===== src/rtl/servo_cmd_scheduler_if.sv =====
// Valid/ready command channel carrying left/right servo target codes
// from the line-follow decision logic into the servo scheduler.
interface servo_cmd_scheduler_if;
   logic       cmd_valid;
   logic       cmd_ready;
   logic [7:0] cmd_L;
   logic [7:0] cmd_R;

   modport master (output cmd_valid, output cmd_L, output cmd_R, input cmd_ready);
   modport slave  (input cmd_valid, input cmd_L, input cmd_R, output cmd_ready);
endinterface


===== src/rtl/servo_cmd_scheduler.sv =====
// Frame-synchronous servo command scheduler: one-deep command buffer, per-frame
// slew limiting, and a frame watchdog that ramps both servos back to neutral.
module servo_cmd_scheduler #(
   parameter int unsigned FRAME_CYCLES   = 1_000_002,
   parameter int unsigned NEUTRAL        = 150,
   parameter int unsigned MIN_POS        = 100,
   parameter int unsigned MAX_POS        = 200,
   parameter int unsigned MAX_STEP       = 4,
   parameter int unsigned TIMEOUT_FRAMES = 25
) (
   input  logic                  clk,
   input  logic                  rst_n,
   input  logic                  enable,
   servo_cmd_scheduler_if.slave  cmd,
   output logic [7:0]            servo_L,
   output logic [7:0]            servo_R,
   output logic                  frame_tick,
   output logic                  failsafe,
   output logic                  busy
);
   localparam int unsigned CNT_W = (FRAME_CYCLES > 1) ? $clog2(FRAME_CYCLES) : 1;
   localparam int unsigned WD_W  = $clog2(TIMEOUT_FRAMES + 1);
   localparam logic [CNT_W-1:0] LAST_CNT_C = CNT_W'(FRAME_CYCLES - 1);
   localparam logic [WD_W-1:0]  WD_MAX_C   = WD_W'(TIMEOUT_FRAMES);
   localparam logic [7:0]       NEUTRAL_C  = 8'(NEUTRAL);
   localparam logic [7:0]       MIN_C      = 8'(MIN_POS);
   localparam logic [7:0]       MAX_C      = 8'(MAX_POS);
   localparam logic [7:0]       STEP_C     = 8'(MAX_STEP);
   localparam logic signed [8:0] STEP_S    = 9'(MAX_STEP);

   typedef enum logic [1:0] {
      ST_IDLE     = 2'd0,
      ST_TRACK    = 2'd1,
      ST_FAILSAFE = 2'd2
   } state_t;

   state_t            state_r, state_s;
   logic [CNT_W-1:0]  frame_cnt_r, frame_cnt_s;
   logic              frame_tick_r;
   logic [7:0]        servo_left_r, servo_left_s, servo_right_r, servo_right_s;
   logic [7:0]        tgt_left_r, tgt_left_s, tgt_right_r, tgt_right_s;
   logic [7:0]        pend_left_r, pend_left_s, pend_right_r, pend_right_s;
   logic [7:0]        goal_left_s, goal_right_s;
   logic              pend_valid_r, pend_valid_s;
   logic [WD_W-1:0]   wd_r, wd_s;
   logic              failsafe_r, failsafe_s;
   logic              busy_r, busy_s;
   logic              accept_s;

   function automatic logic [7:0] clamp_pos(input logic [7:0] v);
      logic [7:0] r;
      if (v < MIN_C) begin
         r = MIN_C;
      end else if (v > MAX_C) begin
         r = MAX_C;
      end else begin
         r = v;
      end
      return r;
   endfunction

   // Moves cur toward goal by at most MAX_STEP, landing exactly on goal when close.
   function automatic logic [7:0] slew_step(input logic [7:0] cur, input logic [7:0] goal);
      logic signed [8:0] diff;
      logic [7:0]        r;
      diff = $signed({1'b0, goal}) - $signed({1'b0, cur});
      if (diff > STEP_S) begin
         r = cur + STEP_C;
      end else if (diff < -STEP_S) begin
         r = cur - STEP_C;
      end else begin
         r = goal;
      end
      return r;
   endfunction

   assign frame_cnt_s   = (frame_cnt_r == LAST_CNT_C) ? '0 : frame_cnt_r + CNT_W'(1);
   assign cmd.cmd_ready = ~pend_valid_r;
   assign servo_L       = servo_left_r;
   assign servo_R       = servo_right_r;
   assign frame_tick    = frame_tick_r;
   assign failsafe      = failsafe_r;
   assign busy          = busy_r;

   // Free-running frame counter; tick is high during the last cycle of each frame.
   always_ff @(posedge clk or negedge rst_n) begin
      if (!rst_n) begin
         frame_cnt_r  <= '0;
         frame_tick_r <= 1'b0;
      end else begin
         frame_cnt_r  <= frame_cnt_s;
         frame_tick_r <= (frame_cnt_s == LAST_CNT_C);
      end
   end

   // Next-state, buffer, slew and watchdog decisions.
   always_comb begin
      state_s       = state_r;
      servo_left_s  = servo_left_r;
      servo_right_s = servo_right_r;
      tgt_left_s    = tgt_left_r;
      tgt_right_s   = tgt_right_r;
      pend_left_s   = pend_left_r;
      pend_right_s  = pend_right_r;
      pend_valid_s  = pend_valid_r;
      wd_s          = wd_r;
      failsafe_s    = failsafe_r;
      accept_s      = cmd.cmd_valid && !pend_valid_r && enable && (state_r != ST_IDLE);
      goal_left_s   = pend_valid_r ? pend_left_r  : tgt_left_r;
      goal_right_s  = pend_valid_r ? pend_right_r : tgt_right_r;
      if (!enable) begin
         state_s       = ST_IDLE;
         servo_left_s  = NEUTRAL_C;
         servo_right_s = NEUTRAL_C;
         tgt_left_s    = NEUTRAL_C;
         tgt_right_s   = NEUTRAL_C;
         pend_valid_s  = 1'b0;
         failsafe_s    = 1'b0;
         wd_s          = '0;
      end else begin
         case (state_r)
            ST_IDLE: begin
               state_s       = ST_TRACK;
               servo_left_s  = NEUTRAL_C;
               servo_right_s = NEUTRAL_C;
               tgt_left_s    = NEUTRAL_C;
               tgt_right_s   = NEUTRAL_C;
               wd_s          = '0;
            end
            ST_TRACK, ST_FAILSAFE: begin
               if (frame_tick_r) begin
                  servo_left_s  = slew_step(servo_left_r, goal_left_s);
                  servo_right_s = slew_step(servo_right_r, goal_right_s);
                  tgt_left_s    = goal_left_s;
                  tgt_right_s   = goal_right_s;
                  pend_valid_s  = 1'b0;
                  wd_s          = (wd_r == WD_MAX_C) ? wd_r : wd_r + WD_W'(1);
               end else begin
                  wd_s = wd_r;
               end
               // An accept on the expiring tick keeps the drive out of failsafe.
               if (accept_s) begin
                  pend_left_s  = clamp_pos(cmd.cmd_L);
                  pend_right_s = clamp_pos(cmd.cmd_R);
                  pend_valid_s = 1'b1;
                  wd_s         = '0;
                  state_s      = ST_TRACK;
                  failsafe_s   = 1'b0;
               end else if ((state_r == ST_TRACK) && (wd_s == WD_MAX_C)) begin
                  state_s     = ST_FAILSAFE;
                  failsafe_s  = 1'b1;
                  tgt_left_s  = NEUTRAL_C;
                  tgt_right_s = NEUTRAL_C;
               end else begin
                  state_s = state_r;
               end
            end
            default: begin
               state_s = ST_IDLE;
            end
         endcase
      end
      busy_s = (servo_left_s != tgt_left_s) || (servo_right_s != tgt_right_s);
   end

   // Scheduler state and registered outputs.
   always_ff @(posedge clk or negedge rst_n) begin
      if (!rst_n) begin
         state_r       <= ST_IDLE;
         servo_left_r  <= NEUTRAL_C;
         servo_right_r <= NEUTRAL_C;
         tgt_left_r    <= NEUTRAL_C;
         tgt_right_r   <= NEUTRAL_C;
         pend_left_r   <= NEUTRAL_C;
         pend_right_r  <= NEUTRAL_C;
         pend_valid_r  <= 1'b0;
         wd_r          <= '0;
         failsafe_r    <= 1'b0;
         busy_r        <= 1'b0;
      end else begin
         state_r       <= state_s;
         servo_left_r  <= servo_left_s;
         servo_right_r <= servo_right_s;
         tgt_left_r    <= tgt_left_s;
         tgt_right_r   <= tgt_right_s;
         pend_left_r   <= pend_left_s;
         pend_right_r  <= pend_right_s;
         pend_valid_r  <= pend_valid_s;
         wd_r          <= wd_s;
         failsafe_r    <= failsafe_s;
         busy_r        <= busy_s;
      end
   end
endmodule


===== src/flat_wrapper.sv =====
// flat-port wrapper written by rule: the top's interface ports become plain ports
module servo_cmd_scheduler_flat 
#(
   parameter int unsigned FRAME_CYCLES   = 1_000_002,
   parameter int unsigned NEUTRAL        = 150,
   parameter int unsigned MIN_POS        = 100,
   parameter int unsigned MAX_POS        = 200,
   parameter int unsigned MAX_STEP       = 4,
   parameter int unsigned TIMEOUT_FRAMES = 25
)
  (clk, rst_n, enable, servo_L, servo_R, frame_tick, failsafe, busy, cmd_cmd_valid, cmd_cmd_L, cmd_cmd_R, cmd_cmd_ready);
  servo_cmd_scheduler_if cmd_i ();
  input  logic clk;
  input  logic rst_n;
  input  logic enable;
  output logic [7:0] servo_L;
  output logic [7:0] servo_R;
  output logic frame_tick;
  output logic failsafe;
  output logic busy;
  input wire logic [$bits(cmd_i.cmd_valid)-1:0] cmd_cmd_valid;
  input wire logic [$bits(cmd_i.cmd_L)-1:0] cmd_cmd_L;
  input wire logic [$bits(cmd_i.cmd_R)-1:0] cmd_cmd_R;
  output wire logic [$bits(cmd_i.cmd_ready)-1:0] cmd_cmd_ready;
  assign cmd_i.cmd_valid = cmd_cmd_valid;
  assign cmd_i.cmd_L = cmd_cmd_L;
  assign cmd_i.cmd_R = cmd_cmd_R;
  assign cmd_cmd_ready = cmd_i.cmd_ready;
  servo_cmd_scheduler #(.FRAME_CYCLES(FRAME_CYCLES), .NEUTRAL(NEUTRAL), .MIN_POS(MIN_POS), .MAX_POS(MAX_POS), .MAX_STEP(MAX_STEP), .TIMEOUT_FRAMES(TIMEOUT_FRAMES)) u_core (.clk(clk), .rst_n(rst_n), .enable(enable), .cmd(cmd_i), .servo_L(servo_L), .servo_R(servo_R), .frame_tick(frame_tick), .failsafe(failsafe), .busy(busy));
endmodule

===== config.mk =====
export PLATFORM = sky130hd
export DESIGN_NAME = servo_cmd_scheduler_flat
export DESIGN_NICKNAME = d
export VERILOG_FILES = /design/src/rtl/servo_cmd_scheduler_if.sv /design/src/rtl/servo_cmd_scheduler.sv /design/src/flat_wrapper.sv
export SDC_FILE = /design/constraint.sdc
export NUM_CORES = 1
export LEC_CHECK = 0
export BUFFER_PORTS_ARGS = -buffer_cell sky130_fd_sc_hd__buf_2
export CAP_MARGIN = 5
export CORE_MARGIN = 2
export CORE_UTILIZATION = 50
export CTS_BUF_LIST = sky130_fd_sc_hd__clkbuf_8
export DETAILED_ROUTE_END_ITERATION = 10
export GPL_ROUTABILITY_DRIVEN = 0
export PLACE_DENSITY_LB_ADDON = 0.25
export SETUP_SLACK_MARGIN = 0.2
export SYNTH_ARGS = -nofsm -noshare
export SYNTH_HDL_FRONTEND = slang
export SYNTH_SLANG_ARGS = --single-unit

===== constraint.sdc =====
create_clock -name clk -period 5.4 [get_ports clk]
set_clock_uncertainty 0.15 [all_clocks]
set_input_delay 1.35 -clock clk [delete_from_list [all_inputs] [get_ports clk]]
set_output_delay 1.35 -clock clk [all_outputs]
set_load 0.01 [all_outputs]

# Word level (Yosys, flattened, before mapping)
# Cells that the tools add are included.
dict set report classes {
  add_sub_neg 8
  n_lt_le_gt_ge 8
  eq_ne 13
  n_mux 46
  bitwise 1
  n_reduce_logical 12
}
# operator n
set op_table {}
lappend op_table {{2-to-1 mux 8 bit} 22}
lappend op_table {{one-hot mux 8 bit (2 select lines)} 4}
lappend op_table {{== test 20 bit (second input constant)} 2}
lappend op_table {{2-to-1 mux 5 bit} 6}
lappend op_table {{adder 20 x 1 -> 20 bit (second input constant)} 1}
lappend op_table {{2-to-1 mux 20 bit} 1}
lappend op_table {{greater-than comparator 9 x 4 -> 1 bit (second input constant)} 2}
lappend op_table {{< comparator 9 x 3 -> 1 bit (second input constant)} 2}
lappend op_table {{subtractor 8 x 8 -> 9 bit} 2}
lappend op_table {{adder 8 x 3 -> 8 bit (second input constant)} 2}
lappend op_table {{greater-than comparator 8 bit (second input constant)} 2}
lappend op_table {{< comparator 8 x 7 -> 1 bit (second input constant)} 2}
lappend op_table {{!= test 8 bit} 2}
lappend op_table {{subtractor 8 x 3 -> 8 bit (second input constant)} 2}
lappend op_table {{== test 5 bit (second input constant)} 2}
lappend op_table {{one-hot mux 5 bit (2 select lines)} 1}
lappend op_table {{!= test 3 x 1 -> 1 bit (second input constant)} 3}
lappend op_table {{2-to-1 mux 1 bit} 8}
lappend op_table {{2-to-1 mux 2 bit} 3}
lappend op_table {{adder 5 x 1 -> 5 bit (second input constant)} 1}
lappend op_table {{logical AND 1 bit} 4}
lappend op_table {{!= test 4 x 2 -> 1 bit (second input constant)} 1}
lappend op_table {{one-hot mux 2 bit (2 select lines)} 1}
lappend op_table {{AND reduction 2 bit} 2}
lappend op_table {{other kinds (10)} 10}
dict set report totals {
  ff_bits 79
  inputBits 20
  elab_cells 101
}

# Longest topological paths before layout
# Gate-level depths: netlist (run 1).
dict set report depth {
  ltp_word 13
  mapped_depth 18
  ltp_nobuf 15
}

# Least setup slack after synthesis (run 1)
# Ideal clock, no wire load.
dict set report synth_path {
  path_kind {reg2reg}
  from {reg u_core.pend_valid_r}
  to {reg u_core.busy_r (netlist: u_core.busy)}
  setup_time_ns 0.139
  arrival_time_ns 4.825
  t_required_ns 5.111
  setup_slack_ns 0.287
  path_stages_with_launch 17
  synth_period_minus_slack_ns 5.113
  cell_sequence {dfrtp_1 > clkbuf_1 > buf_1 > mux2i_1 > inv_1 > fa_1 > nand3_1 > nand2_1 > a311o_1 > or4_4 > o21ai_4 > o221ai_1 > o31ai_1 > mux2_1 > a2111oi_4 > nand4_1 > or4_1}
}
dict set report synth_via {
  elab_chain_cells 10
  elab_cells_between_ends 35
  classes_between {2 x add/sub; 4 x order compare; 2 x eq/ne; 22 x mux; 5 x reduce/logical}
}
# element line
set synth_lines {}
lappend synth_lines {{start: declaration} servo_cmd_scheduler.sv:44} ;# logic pend_valid_r, pend_valid_s;
lappend synth_lines {{start signal: assignment} servo_cmd_scheduler.sv:188} ;# pend_valid_r <= pend_valid_s;
lappend synth_lines {{2-to-1 mux 8 bit, on equally long branches} {servo_cmd_scheduler.sv:109, servo_cmd_scheduler.sv:110}}
lappend synth_lines {{subtractor 8 x 8 -> 9 bit} servo_cmd_scheduler.sv:66} ;# diff = $signed({1'b0, goal}) - $signed({1'b0, cur});
lappend synth_lines {{< comparator 9 x 3 -> 1 bit} servo_cmd_scheduler.sv:69} ;# end else if (diff < -STEP_S) begin
lappend synth_lines {{2-to-1 mux 8 bit} servo_cmd_scheduler.sv:69}
lappend synth_lines {{2-to-1 mux 8 bit} servo_cmd_scheduler.sv:67} ;# if (diff > STEP_S) begin
lappend synth_lines {{2-to-1 mux 8 bit} servo_cmd_scheduler.sv:131} ;# if (frame_tick_r) begin
lappend synth_lines {{one-hot mux 8 bit (2 select lines)} servo_cmd_scheduler.sv:121} ;# case (state_r)
lappend synth_lines {{2-to-1 mux 8 bit} servo_cmd_scheduler.sv:111} ;# if (!enable) begin
lappend synth_lines {{!= test 8 bit} servo_cmd_scheduler.sv:163} ;# busy_s = (servo_left_s != tgt_left_s) || (servo_right_s != tgt_right_s);
lappend synth_lines {{logical OR 1 bit (*)} servo_cmd_scheduler.sv:163}
lappend synth_lines {{via u_core.busy_s} servo_cmd_scheduler.sv:47} ;# logic busy_r, busy_s;
lappend synth_lines {{end signal: assignment} servo_cmd_scheduler.sv:191} ;# busy_r <= busy_s;
lappend synth_lines {{end: declaration} servo_cmd_scheduler.sv:47}
# The timed path passes the listed nets; every way through them passes the cells marked *.
# A chain may end at the register's enable or synchronous reset.

# Final worst setup path (run 1)
# Same ends and word-level chain as after synthesis.

==> reports/metrics.yaml, run 1 <==
timing:
  setup_viol: 0
  tightest_slew_ns: 1.00
  max_slew_margin_pct: 33.3
  drv_slew: 0
  min_period_ns: 5.11
  hold-worst-slack_ns: 0.324
  max_freq_ghz: 0.196
  hold_viol: 0
  rsz0062_at_grt: "false"
  min_period_over_period_pct: 94.7
  setup_ws_ns: 0.286
  fin_tns_setup_ns: 0
placed_design:
  dp.cells: 964
  io_buffers: 39
  pre_cts_slack_ns: 0.312
  post-dp-hpwl_um: 13800
min_path:
  hold_path_class: "register to register"
  hold_start: "u_core.pend_left_r[7]$_DFFE_PN1P_"
finish:
  final_cells: 981
  final_cell_mix: "90 x nand2_1, 57 x nor2_1, 54 x dfrtp_1"
  drive_gt1_share_pct: 15.9
  area_delta_synth_final_pct: 9.56
  utilization_pct: 55.7
  diodes: 0
  final_common_cell: "nand2_1"
  fin_nets: 857
floorplan:
  dieArea_mm2: 0.0136
  io_pins: 40
  start_util_pct: 50.8
  die_h_um: 117
  core_area_mm2: 0.0125
  die_w_um: 117
  rows: 41
setup_path:
  start_kind: "register"
  critPathLaunch: "u_core.pend_valid_r$_DFFE_PN0P_"
  crit_required_ns: 5.48
  cp_max_fo: 10
  cpMostUsedCell: "buf_4"
  critPathSlowestCell: "or4_1"
  critPathArrivalTime_ns: 5.19
  path_cells: "buf_4, buf_4, mux2i_1, inv_1, ha_1, and3b_1, or4_1, a21oi_1, nand4bb_1, buf_4, a32o_1, a32oi_1, nand4_1, a221oi_1, nor4b_2, nand4_1, or4_1"
  r2r_start: "u_core.pend_valid_r$_DFFE_PN0P_"
  crit_family: "simple AND/OR/NAND/NOR gates"
  slowest_delay_ns: 0.58
  path_buf_inv: 4
  end_kind: "register"
  path_class: "register to register"
synth:
  syn_inst: 774
  synth_seq_cells: 79
  synth_ff_type: "dfrtp_1"
  synth_nets: 827
  yosysSeqAreaShare_pct: 31.5
  synth_top_area_share_pct: 21.6
  synthArstFlopShare_pct: 100
  syn_avg_cell_area_um2: 8.22
  yosysWarnings: 0
  synth.cell_area_mm2: 0.00636
  synth_top_cell_by_area: "dfrtp_1"
  yosysUniqueCellTypes: 80
  synth_edf_count: 0
  synthTopCellsByArea: "dfrtp_1 22%, dfstp_2 9.9%, ha_1 6.1%"
drt:
  vias_per_cell: 6.41
  antenna_left: 0
  drtIter0Drc: 666
  via_count: 6293
  first_pass_iters: 6
  wl_per_cell_um: 19.0
  drc_errors: 0
  wl_um: 18600
clocking:
  cts_tree: "yes"
  cts_buffers: 9
  cts-root-buf: "clkbuf_8"
  htree_levels: 3
  clk_latency_ns: 0.37
  cts_sinks: 79
  clk_pin_slew_ns: 0.09
  cts_buffer_depth: 2
power_and_ir_drop:
  power_density_mw_per_mm2: 299
  irDropWorstVdd_uv: 191
  p_sw_share_pct: 41.5
  p_leak_uw: 0.00289
  p_comb_share_pct: 42.2
  pwr-share-clk_pct: 21.0
  p_int_uw: 1220
  p_switching_uw: 864
  pwr-share-seq_pct: 36.8
global_route:
  grt_pass1_wl_um: 29700
  grt_overflow: 0
  first_global_vias: 5855
  grt_max_degree: 80
  track_usage_pct: 27.8
  antenna_found_initial: 0
job:
  maxCapViolCount: 0
run_status:
  outcome: "complete, no violations"
tightest hold or removal path: cells and delay by family, from the launching register on:
kind             cells  cell delay [ns]
and+or+nand+nor      2             0.09
DFF                  1             0.38
registers in the layout, summed over array words and instances, names as in the netlist, 2 cells and up:
register,flops
u_core.servo_R,8
u_core.wd_r,5
u_core.state_r,2
u_core.tgt_right_r,8
u_core.servo_L,8
u_core.frame_cnt_r,20
u_core.tgt_left_r,8
u_core.pend_right_r,8
u_core.pend_left_r,8
through the flow:
stage / power [uW] / cell area [um2]
after global routing: 2200 / 6970
after detailed placement: 1620 / 6750
final: 2080 / 6970
after CTS: 2060 / 6940
after global placement: 1600 / 6750
after floorplan: 1370 / 6360
cell usage after synthesis, types with 7 or more instances:
cell type and instances:
clkbuf_1 28, nand2_1 91, dfrtp_1 55, nand4_1 12
o21ai_0 46, and3_1 13, xor2_1 9, o221ai_1 8
ha_1 31, o31ai_1 10, mux2_2 10, nor4_1 10
xnor2_1 26, o22ai_1 7, nand3_1 34, o211ai_1 8
a21oi_1 41, and2_1 14, nor3_1 20, dfstp_2 24
nor2b_1 12, inv_1 47, nand2b_1 9, nor2_1 57
a31oi_1 12, mux2i_1 15, or3_1 9
cell families (layout without fill, tap and decap cells):
family                     after synthesis  count (layout)  synth area share [%]
and+or+nand+nor                        310             310                  24.9
AOI/OAI and AO/OA                      206             206                  22.5
buffers and inverters                   84             119                  5.02
DFF                                     79              79                  31.5
xor gates and xnor gates                35              35                  4.82
adders and majority gates               33              33                  6.73
muxes                                   27              27                  4.54
path summary, 6_finish.rpt:
path,endpoint,slack (ns),cells after the start
worst max-delay path,u_core.busy$_DFF_PN0_,0.29,17
worst min-delay path,u_core.pend_left_r[7]$_DFFE_PN1P_,0.32,2
worst max register to register,u_core.busy$_DFF_PN0_,0.29,17
worst min register to register,u_core.pend_left_r[7]$_DFFE_PN1P_,0.32,2
max in group asynchronous,u_core.pend_valid_r$_DFFE_PN0P_,3.42,1
min in group asynchronous,u_core.servo_L[6]$_DFF_PN0_,0.97,1
layer usage:
layer  wire length [um]  vias to the layer above  global-route usage [%]
li1                   -                     2904                       -
met1               8140                     2962                    40.3
met2               8030                      374                    40.7
met3               2010                       53                    6.80
met4                466                        0                    9.25
met5                  0                        -                       0
final cells by class:
class	instances	area, um2
fillers	1181	5550
multi-input cells	611	4060
flip-flops and latches	79	2010
repair buffers	55	318
well taps	172	215
inverters	48	180
clock buffers	10	138
clock inverters	6	51.3
power groups by stage:
stage / combinational, uW / clock [uW] / sequential, uW
after CTS: 849 / 445 / 762
final: 878 / 438 / 767
after global routing: 957 / 467 / 774
after detailed placement: 845 / 0 / 773
after global placement: 826 / 0 / 770
after floorplan: 637 / 0 / 738
timing repair:
item,4_1_cts,5_1_grt
gates resized for setup,0,8
hold buffers,0,0
setup endpoints to repair,0,1
buffers inserted,0,1
Note: power is estimated with default switching activity, not from simulation.
==> run 2, diff against run 1 <==
Settings changed: CORE_UTILIZATION 50 to 44.
==> run 2 against run 1 <==
  * The flow now finishes with violations (design-rule violations)
  * Sequential share of layout area decreased by 0.19 points
  * Combinational power about the same
  * First-iteration DRC count up 6.6%
  * Sequential cell count did not move
  * Critical endpoint unchanged
==> reports/metrics.yaml, run 2 (same netlist as run 1, synthesis figures left out) <==
run_status:
  outcome: "finished, violations left"
  failed_checks: "design-rule violations"
global_route:
  antenna_found_initial: 0
  first_global_vias: 6006
  grt_overflow: 0
  grt_pass1_wl_um: 31100
  track_usage_pct: 24.5
  grt_max_degree: 80
drt:
  via_count: 6250
  wl_um: 19100
  first_pass_iters: 8
  wl_per_cell_um: 19.3
  drc_errors: 1
  antenna_left: 0
  vias_per_cell: 6.31
  drtIter0Drc: 710
clocking:
  cts_repair_resize_count: 0
  cts_buffers: 9
  cts_setup_buffers: 0
  cts_sinks: 79
  clk_latency_ns: 0.38
  cts-root-buf: "clkbuf_8"
  hold_buffers: 0
  htree_levels: 3
  cts_tree: "yes"
  clk_pin_slew_ns: 0.10
  cts_buffer_depth: 2
timing:
  drv_slew: 0
  fin_tns_setup_ns: 0
  max_slew_margin_pct: 32.4
  min_period_over_period_pct: 91.5
  rsz0062_at_grt: "false"
  min_period_ns: 4.94
  setup_ws_ns: 0.461
  tightest_slew_ns: 1.01
  hold_viol: 0
  setup_viol: 0
  max_freq_ghz: 0.202
floorplan:
  dieArea_mm2: 0.0154
  die_h_um: 124
  start_util_pct: 45.5
  rows: 43
  core_area_mm2: 0.0140
  die_w_um: 124
  io_pins: 40
finish:
  final_cell_mix: "90 x nand2_1, 57 x nor2_1, 54 x dfrtp_1"
  fin_area_mm2: 0.00702
  drive_gt1_share_pct: 15.8
  largest_register: "u_core.frame_cnt_r"
  final_common_cell: "nand2_1"
  utilization_pct: 50.2
  diodes: 0
  largest_reg_flops: 20
  fin_nets: 858
  area_delta_synth_final_pct: 10.3
setup_path:
  path_buf_inv: 2
  crit_required_ns: 5.49
  cp_max_fo: 11
  start_kind: "register"
  r2r_cells: 16
  cp_num_cells: 16
  critPathArrivalTime_ns: 5.03
  slowest_delay_ns: 0.53
  path_cells: "buf_4, mux2i_1, ha_1, inv_1, fa_1, xnor2_1, nor2_1, nor4bb_1, nand3_1, mux2i_1, nand2_1, mux2_2, a221oi_1, xnor2_1, a31oi_1, or4_1"
  critPathSlowestCell: "or4_1"
  crit_family: "simple AND/OR/NAND/NOR gates"
  end_kind: "register"
  path_class: "register to register"
min_path:
  hold_path_class: "register to register"
  timing.hold.worst_path_depth: 2
power_and_ir_drop:
  power_density_mw_per_mm2: 307
  total_power_uw: 2150
  p_switching_uw: 861
  p_int_uw: 1290
  p_comb_share_pct: 40.7
  p_leak_uw: 0.00292
  pwr-share-seq_pct: 36.1
  p_sw_share_pct: 40.0
  pwr-share-clk_pct: 23.2
  irDropWorstVdd_uv: 246
placed_design:
  post-dp-hpwl_um: 14300
  io_buffers: 39
  placedInstanceArea_mm2: 0.00677
  pre_cts_slack_ns: 0.347
job:
  maxCapViolCount: 0
==> run 2: final timing paths <==
path | startpoint | endpoint | slack (ns)
worst max-delay path | u_core.pend_valid_r$_DFFE_PN0P_ | u_core.busy$_DFF_PN0_ | 0.46
worst min-delay path | u_core.pend_right_r[1]$_DFFE_PN1P_ | u_core.pend_right_r[1]$_DFFE_PN1P_ | 0.34
worst max register to register | u_core.pend_valid_r$_DFFE_PN0P_ | u_core.busy$_DFF_PN0_ | 0.46
worst min register to register | u_core.pend_right_r[1]$_DFFE_PN1P_ | u_core.pend_right_r[1]$_DFFE_PN1P_ | 0.34
max in group asynchronous | rst_n | u_core.pend_valid_r$_DFFE_PN0P_ | 3.43
min in group asynchronous | rst_n | u_core.servo_L[6]$_DFF_PN0_ | 0.96
==> run 2: power by group through the flow <==
stage                     combinational (uW)  clock, uW  sequential (uW)
after detailed placement                 842          0              782
after global placement                   825          0              779
after global routing                     972        536              785
final                                    876        500              777
after floorplan                          637          0              738
after CTS                                846        508              771
==> run 2: worst min-delay path: stages, from the launching register on <==
cell and delay (ns):
dfstp_2 0.38, nand2_1 0.04, o21ai_0 0.07
==> run 2: through the flow <==
step | hold slack [ns] | std cells
6_report | 0.339 | 990
3_5_place_dp | 0.328 | 974
2_1_floorplan | 0.287 | 774
3_3_place_gp | 0.323 | 974
4_1_cts | 0.342 | 990
5_1_grt | 0.355 | 990
==> run 2: area by class of cell <==
type,instances,area (um2)
Inverter,48,180
Tap cell,180,225
Timing Repair Buffer,56,325
Sequential cell,79,2010
Fill cell,1359,6970
Clock buffer,9,124
Clock inverter,7,95.1
Multi-Input combinational cell,611,4060
==> run 2: metal layers <==
metal / GRT usage (%) / vias to the layer above / wire length [um]
li1: - / 2909 / -
met1: 34.5 / 2950 / 8430
met2: 36.4 / 336 / 8180
met3: 6.76 / 55 / 1930
met4: 8.26 / 0 / 519
met5: 0 / - / 0
